<file path="src/rtl/_serial_tx_pkg.sv">
// Shared definitions for the framed serial transmitter: state encoding,
// line-level framing constants and a counter-sizing helper.
package _serial_tx_pkg;

  typedef enum logic [1:0] {
    ST_IDLE  = 2'b00,
    ST_START = 2'b01,
    ST_DATA  = 2'b10,
    ST_STOP  = 2'b11
  } tx_state_e;

  localparam logic START_BIT = 1'b0;
  localparam logic STOP_BIT  = 1'b1;

  // Counter width for values 0..n-1, never narrower than one bit.
  function automatic int min1_clog2(input int n);
    return (n > 1) ? $clog2(n) : 1;
  endfunction

endpackage

</file>
<file path="src/rtl/_serial_tx_shift_reg.sv">
// WIDTH-bit shift-right register: synchronous active-low clear, parallel load,
// shift enable. Clear beats load, load beats shift. Presents its LSB.
module _shift_reg_n #(
  parameter int WIDTH = 8
) (
  input  logic             clk,
  input  logic             clr_n,
  input  logic             load,
  input  logic             shift,
  input  logic [WIDTH-1:0] d,
  output logic             lsb
);

  logic [WIDTH-1:0] q_q;
  logic [WIDTH-1:0] q_d;

  always_comb begin
    q_d = q_q;
    if (load) begin
      q_d = d;
    end else if (shift) begin
      q_d = q_q >> 1;
    end else begin
      q_d = q_q;
    end
  end

  always_ff @(posedge clk) begin
    if (!clr_n) begin
      q_q <= '0;
    end else begin
      q_q <= q_d;
    end
  end

  assign lsb = q_q[0];

endmodule

</file>
<file path="src/rtl/_serial_tx.sv">
// Parallel-in, serial-out framed transmitter: start bit, WIDTH data bits
// LSB-first, stop bit, each held CLKS_PER_BIT clocks. tx is registered.
module _serial_tx
  import _serial_tx_pkg::*;
#(
  parameter int WIDTH        = 8,
  parameter int CLKS_PER_BIT = 4
) (
  input  logic             clk,
  input  logic             reset_n,
  input  logic [WIDTH-1:0] din,
  input  logic             valid,
  output logic             ready,
  output logic             tx,
  output logic             busy
);

  localparam int CNT_W = min1_clog2(CLKS_PER_BIT);
  localparam int IDX_W = min1_clog2(WIDTH);
  localparam logic [CNT_W-1:0] CNT_LAST = CNT_W'(CLKS_PER_BIT - 1);
  localparam logic [IDX_W-1:0] IDX_LAST = IDX_W'(WIDTH - 1);

  tx_state_e        state_q, state_d;
  logic [CNT_W-1:0] cnt_q, cnt_d;
  logic [IDX_W-1:0] idx_q, idx_d;
  logic             tx_q, tx_d;
  logic             load_s;
  logic             shift_s;
  logic             bit_wrap_s;
  logic             shreg_lsb_s;

  _shift_reg_n #(.WIDTH(WIDTH)) u_shreg (
    .clk   (clk),
    .clr_n (reset_n),
    .load  (load_s),
    .shift (shift_s),
    .d     (din),
    .lsb   (shreg_lsb_s)
  );

  assign bit_wrap_s = (cnt_q == CNT_LAST);

  always_comb begin
    state_d = state_q;
    cnt_d   = cnt_q;
    idx_d   = idx_q;
    load_s  = 1'b0;
    shift_s = 1'b0;
    case (state_q)
      ST_IDLE: begin
        if (valid) begin
          state_d = ST_START;
          cnt_d   = '0;
          idx_d   = '0;
          load_s  = 1'b1;
        end else begin
          state_d = ST_IDLE;
        end
      end
      ST_START: begin
        if (bit_wrap_s) begin
          cnt_d   = '0;
          state_d = ST_DATA;
        end else begin
          cnt_d = cnt_q + CNT_W'(1);
        end
      end
      ST_DATA: begin
        // The shift happens on the wrap; tx_d below still sees the old LSB.
        if (bit_wrap_s) begin
          cnt_d   = '0;
          shift_s = 1'b1;
          idx_d   = idx_q + IDX_W'(1);
          if (idx_q == IDX_LAST) begin
            state_d = ST_STOP;
          end else begin
            state_d = ST_DATA;
          end
        end else begin
          cnt_d = cnt_q + CNT_W'(1);
        end
      end
      ST_STOP: begin
        if (bit_wrap_s) begin
          cnt_d   = '0;
          state_d = ST_IDLE;
        end else begin
          cnt_d = cnt_q + CNT_W'(1);
        end
      end
      default: begin
        state_d = ST_IDLE;
        cnt_d   = '0;
        idx_d   = '0;
      end
    endcase
  end

  always_comb begin
    tx_d = STOP_BIT;
    case (state_q)
      ST_IDLE:  tx_d = STOP_BIT;
      ST_START: tx_d = START_BIT;
      ST_DATA:  tx_d = shreg_lsb_s;
      ST_STOP:  tx_d = STOP_BIT;
      default:  tx_d = STOP_BIT;
    endcase
  end

  always_ff @(posedge clk) begin
    if (!reset_n) begin
      state_q <= ST_IDLE;
      cnt_q   <= '0;
      idx_q   <= '0;
      tx_q    <= STOP_BIT;
    end else begin
      state_q <= state_d;
      cnt_q   <= cnt_d;
      idx_q   <= idx_d;
      tx_q    <= tx_d;
    end
  end

  assign ready = (state_q == ST_IDLE);
  assign busy  = ~ready;
  assign tx    = tx_q;

endmodule
</file>
<file path="config.mk">
export PLATFORM = sky130hd
export DESIGN_NAME = _serial_tx
export DESIGN_NICKNAME = d
export VERILOG_FILES = /design/src/rtl/_serial_tx_pkg.sv /design/src/rtl/_serial_tx_shift_reg.sv /design/src/rtl/_serial_tx.sv
export SDC_FILE = /design/constraint.sdc
export NUM_CORES = 1
export LEC_CHECK = 0
export BUFFER_PORTS_ARGS = -buffer_cell sky130_fd_sc_hd__buf_2
export CORE_MARGIN = 2
export CORE_UTILIZATION = 52
export CTS_CLUSTER_DIAMETER = 120
export DETAILED_ROUTE_END_ITERATION = 7
export GPL_TIMING_DRIVEN = 0
export PLACE_DENSITY = 0.74
export SETUP_SLACK_MARGIN = 0.3
export SLEW_MARGIN = 10
export SYNTH_ARGS = -nofsm -noshare
export SYNTH_HDL_FRONTEND = slang
export SYNTH_SLANG_ARGS = --single-unit
</file>
<file path="constraint.sdc">
create_clock -name clk -period 1.4 [get_ports clk]
set_input_delay 0.14 -clock clk [delete_from_list [all_inputs] [get_ports clk]]
set_output_delay 0.14 -clock clk [all_outputs]
set_load 0.05 [all_outputs]
</file>
# Yosys cells after proc, flatten, opt, wreduce, memory -nomap -nowiden

Cells that the tools add are included.

$add $sub $neg: 2
Equal/unequal tests: 9
Muxes and demuxes: 19
Bitwise operators: 1
Reductions and logical operators: 7

Operators with widths:

| kind                  | count |
|---|---|
| $mux W8               | 2 |
| $mux W2               | 5 |
| $ne A2 B2 Y1 const B  | 4 |
| $pmux W2 S4           | 1 |
| $eq A2 B2 Y1 const B  | 3 |
| $mux W1               | 6 |
| $mux W3               | 2 |
| $pmux W3 S2           | 1 |
| $reduce_and A3 Y1     | 2 |
| $pmux W2 S2           | 1 |
| $reduce_bool A2 Y1    | 2 |
| $add A3 B1 Y3 const B | 1 |
| $eq A3 B3 Y1 const B  | 1 |
| $pmux W1 S3           | 1 |
| $reduce_or A3 Y1      | 1 |
| $add A2 B1 Y2 const B | 1 |
| $eq A2 B1 Y1 const B  | 1 |
| $logic_not A2 Y1      | 1 |
| $reduce_or A2 Y1      | 1 |
| $not A1 Y1            | 1 |

Bits in registers: 16
Input bits: 11
Output and inout bits: 3
Logic and storage cells: 43

# Logic depth before layout (Yosys ltp)

Word-level depth: 5
Gate-level depth with buffers: 6
Mapped depth without buffers: 5

# By module

A second synthesis with hierarchy kept.

Cell total of the unflattened synthesis: 93
Area total of the unflattened synthesis: 959.7 µm²

By module, submodules not included:

| module       | times used | cells an instance | area each (µm²) | sequential area each (µm²) |
|---|---|---|---|---|
| _serial_tx   | 1          | 58                | 540.5           | 160.2 |
| _shift_reg_n | 1          | 35                | 419.2           | 160.2 |

# Worst setup path before layout

No wires, ideal clock.

Kind: register to register
Start: reg state_q[0]
End: reg idx_q[0]
Setup time: 0.072 ns
Data arrival time: 1.513 ns
Required time: 1.328 ns
Setup slack: -0.185 ns
Cell stages (with the launch flop): 6
Buffers on the path: 0
Clock period less this slack: 1.585 ns
Cell sequence: dfxtp_1 -> inv_1 -> ha_1 -> mux2i_1 -> a21oi_2 -> mux2i_1

Longest elaborated chain between the ends: 3
Elaborated cells between the ends (all ways): 7
Classes of those cells: 3 x eq/ne; 1 x mux; 3 x reduce/logical

RTL lines:

| item                                                                | RTL line          | source |
|---|---|---|
| start, declared                                                     | _serial_tx.sv:23  | `tx_state_e state_q, state_d;` |
| start signal, assigned                                              | _serial_tx.sv:117 | `state_q <= state_d;` |
| $logic_not A2 Y1 (*)                                                | -                 |  |
| named net ready                                                     | _serial_tx.sv:13  | `output logic ready,` |
| $ne A2 B2 Y1 (no source line) or $reduce_bool A2 Y1 (tied branches) | -                 |  |
| $reduce_and A3 Y1 (no source line)                                  | -                 |  |
| end signal, assigned                                                | _serial_tx.sv:119 | `idx_q <= idx_d;` |
| end, declared                                                       | _serial_tx.sv:25  | `logic [IDX_W-1:0] idx_q, idx_d;` |

The timed path passes the listed nets; every way through them passes the cells marked *.
A chain may end at the register's enable or synchronous reset.

# Final worst setup path

Start: reg state_q[1]
End: out busy

Longest elaborated chain between the ends: 2

RTL lines:

| item             | RTL line          | source |
|---|---|---|
| $logic_not A2 Y1 | _serial_tx.sv:124 | `assign ready = (state_q == ST_IDLE);` |
| $not A1 Y1       | _serial_tx.sv:125 | `assign busy = ~ready;` |
| end, declared    | _serial_tx.sv:15  | `output logic busy` |

Every way passes these cells.

==> impl_metrics.csv <==
group,metric,value,unit
run_status,status,"completed",
clocking,cts_made_buffers,3,
clocking,clk_path_buf_depth,2,
logic_synthesis,synth-seq-cells,16,
grt,grt_max_degree,11,
clocking,h-tree-depth,1,
sta,finalSetupViolCount,0,
sta,fmax,0.764,GHz
sta,worst_pin_slew,0.441,ns
setup_path,cp_slowest_cell,"dfxtp_4",
sta,tns,0,ns
grt,grt_pass1_wl,3130,µm
drt,wl,1900,µm
placed_design,gp_congestion,0.731,
drt,vias_per_cell,5.61,
setup_path,reg2reg_slack,0.12,ns
drt,wl_per_cell,15.0,µm
logic_synthesis,yosys-top-cells-area,"dfxtp_1 (39%), ha_1 (15%), mux2i_1 (13%)",
setup_path,critPathTopFamily,"flip-flops",
clocking,worstSkewPairLatency,0.28,ns
sta,relSlewSlack,70.6,%
grt,antenna_found_initial,0,
cells_and_area,drive_gt1_share,44.1,%
sta,slew_violations,0,
setup_path,max_stage_delay,0.39,ns
setup_path,crit_cells,4,
pwr,power_density,1740,nW/µm²
setup_path,crit_fanout,5,
clocking,clock_sinks,16,
die,rows,14,
sta,post-route-period-util,93.5,%
pwr,max-vdd-ir-drop,1.09,mV
pwr,power.leakage,0.527,nW
setup_path,endpoint,"busy",
cells_and_area,area_growth,45.1,%
logic_synthesis,synth.avg_cell_area,9.54,µm²
setup_path,r2r_cells,6,
die,start_util,55.1,%
sta,clock_skew,0.00220,ns
setup_path,path_cells,"inv_6 > ha_4 > clkinvlp_4 > buf_6",
setup_path,crit_start,"state_q[1]",
sta,min_period,1.31,ns
logic_synthesis,ys_types,24,
logic_synthesis,synth_top_area_share,39.0,%
placed_design,port_buffers,12,
logic_synthesis,syn_inst,86,
setup_path,r2r-start,"state_q[0]",
setup_path,endpoint_kind,"primary output",
grt,grt.overflow.total,0,
setup_path,worst_ep_required_time,1.26,ns
drt,postRouteAntennaNets,0,
die,dieArea,1910,µm²
logic_synthesis,yosys_warnings,0,
die,die_w,43.7,µm
drt,dr.pass1.iters,4,
logic_synthesis,ys_seq_area_share,39.0,%
die,die_y,43.7,µm
clocking,clkTransAtPathRegs,0.09,ns
sta,hold_ws,0.114,ns
job,maxCapViolCount,0,
cells_and_area,fin_nets,133,
sta,rsz0062_at_grt,"true",
setup_path,reg2reg_to,"u_shreg.q_q[0]",
setup_path,critical_path_arrival,1.17,ns
cells_and_area,n_antenna_cell,0,
cells_and_area,fillCellCount,91,
grt,grt_pass1_vias,724,
logic_synthesis,yosysTopAreaCell,"dfxtp_1",
drt,route.detailed.drc,0,
grt,grt_usage,22.3,%
placed_design,dp_hpwl,1130,µm
clocking,cts_tree,"built",
drt,drt_iter0_drc,14,
setup_path,start_kind,"flip-flop",
logic_synthesis,synth_area,821,µm²
sta,hold_violations,0,
min_path,hold_depth,3,
clocking,hold_buffers,0,
die,core-area,1490,µm²
min_path,hold_class,"in -> reg",
die,io_pins,14,
clocking,ctsRootBufferMaster,"clkbuf_4",
drt,vias,713,
logic_synthesis,syn_nets,107,
setup_path,path_class,"reg -> out",
setup_path,cp_num_buf_inv,3,
==> flip-flops by register name, indices dropped and copies added, names as in the netlist <==
name         flops
idx_q            3
u_shreg.q_q      8
tx               1
cnt_q            2
state_q          2
==> cell usage in the layout, fill, tap and decap left out, types with 2 or more instances in the layout <==
cell and n:
dfxtp_1 12, mux2i_1 11, buf_2 10, buf_6 7, a21oi_1 7, nand2_1 6
ha_1 6, o21ai_1 4, buf_4 4, nand3_1 3, ha_4 3, clkbuf_4 3
inv_6 2, nand2_8 2, clkbuf_1 2, o21ai_2 2, a21boi_2 2, o21ai_0 2
nand3_2 2, dfxtp_2 2, dfxtp_4 2
==> area by class of cell <==
| class | instances | area (µm²) | area share (%) |
|---|---|---|---|
| inverter | 4 | 28.8 | 2.42 |
| tap | 16 | 20.0 | 1.68 |
| multi-input combinational | 62 | 574 | 48.2 |
| buffer | 4 | 30.0 | 2.52 |
| clock buffer | 4 | 36.3 | 3.05 |
| timing repair buffer | 21 | 171 | 14.4 |
| sequential | 16 | 330 | 27.7 |
==> report_power, final <==
| group | switching, mW | leakage [nW] | internal [mW] | total (mW) |
|---|---|---|---|---|
| sequential | 0.0966 | 0.134 | 0.581 | 0.677 |
| combinational | 0.557 | 0.372 | 0.530 | 1.09 |
| clock | 0.145 | 0.0210 | 0.158 | 0.303 |
| total | 0.798 | 0.527 | 1.27 | 2.07 |
==> worst min-delay path: stages <==
cell and delay (ns):
buf_2 0.08, o21ai_1 0.06, a21oi_1 0.09
==> per-stage QoR <==
step / setup WS (ns) / total power, mW / cell area (µm²) / cells / utilization, %
final: 0.0911 / 2.07 / 1190 / 127 / 80.0
after global placement: 0.0628 / 1.35 / 942 / 114 / 63.3
after floorplan: 0.181 / 1.24 / 862 / 86 / -
after detailed placement: 0.0333 / 1.38 / 942 / 114 / 63.3
after global routing: 0.0229 / 2.21 / 1190 / 127 / 80.0
after CTS: 0.0868 / 1.97 / 1130 / 124 / 76.1
==> synth_stat cells, drive strengths merged <==
| master | n |
|---|---|
| a21oi | 8 |
| mux2i | 11 |
| a21boi | 3 |
| clkbuf | 2 |
| o31ai | 1 |
| inv | 4 |
| buf | 2 |
| nand3b | 1 |
| ha | 10 |
| a31oi | 1 |
| o211ai | 1 |
| o21ai | 8 |
| o221ai | 1 |
| dfxtp | 16 |
| nand2 | 8 |
| o311a | 1 |
| nand3 | 5 |
| nor3 | 2 |
| nor2b | 1 |
==> layer usage <==
layer / wire length, µm / vias to the layer above / track usage (%)
li1: - / 359 / -
met1: 794 / 329 / 23.9
met2: 1000 / 21 / 41.2
met3: 72 / 4 / 5.42
met4: 31 / 0 / 9.09
met5: 0 / - / 0
==> cell families (layout without fill, tap and decap cells) <==
family / Yosys count / count (layout) / share of synthesized area, %
AOI/OAI and AO/OA: 24 / 24 / 17.8
buffers and inverters: 8 / 33 / 3.96
and+or+nand+nor: 17 / 17 / 10.5
muxes: 11 / 11 / 13.4
DFF: 16 / 16 / 39.0
adders and majority gates: 10 / 10 / 15.2
==> timing repair <==
item / 4_1_cts / 5_1_grt
setup buffers: 5 / 3
endpoints found under the setup margin: 16 / 18
pin swaps: 7 / 4
hold endpoints to repair: 0 / 0
resized for setup: 31 / 7
gates cloned: 1 / 0
==> how the worst min path moves through the flow <==
stage / startpoint / end / slack, ns
after floorplan: valid / u_shreg.q_q[7] / 0.29
after global placement: din[7] / u_shreg.q_q[7] / 0.41
after detailed placement: din[7] / u_shreg.q_q[7] / 0.42
after CTS: din[7] / u_shreg.q_q[7] / 0.10
after global routing: din[7] / u_shreg.q_q[7] / 0.11
final: din[1] / u_shreg.q_q[1] / 0.11
Power figures use the tool's default switching activity.
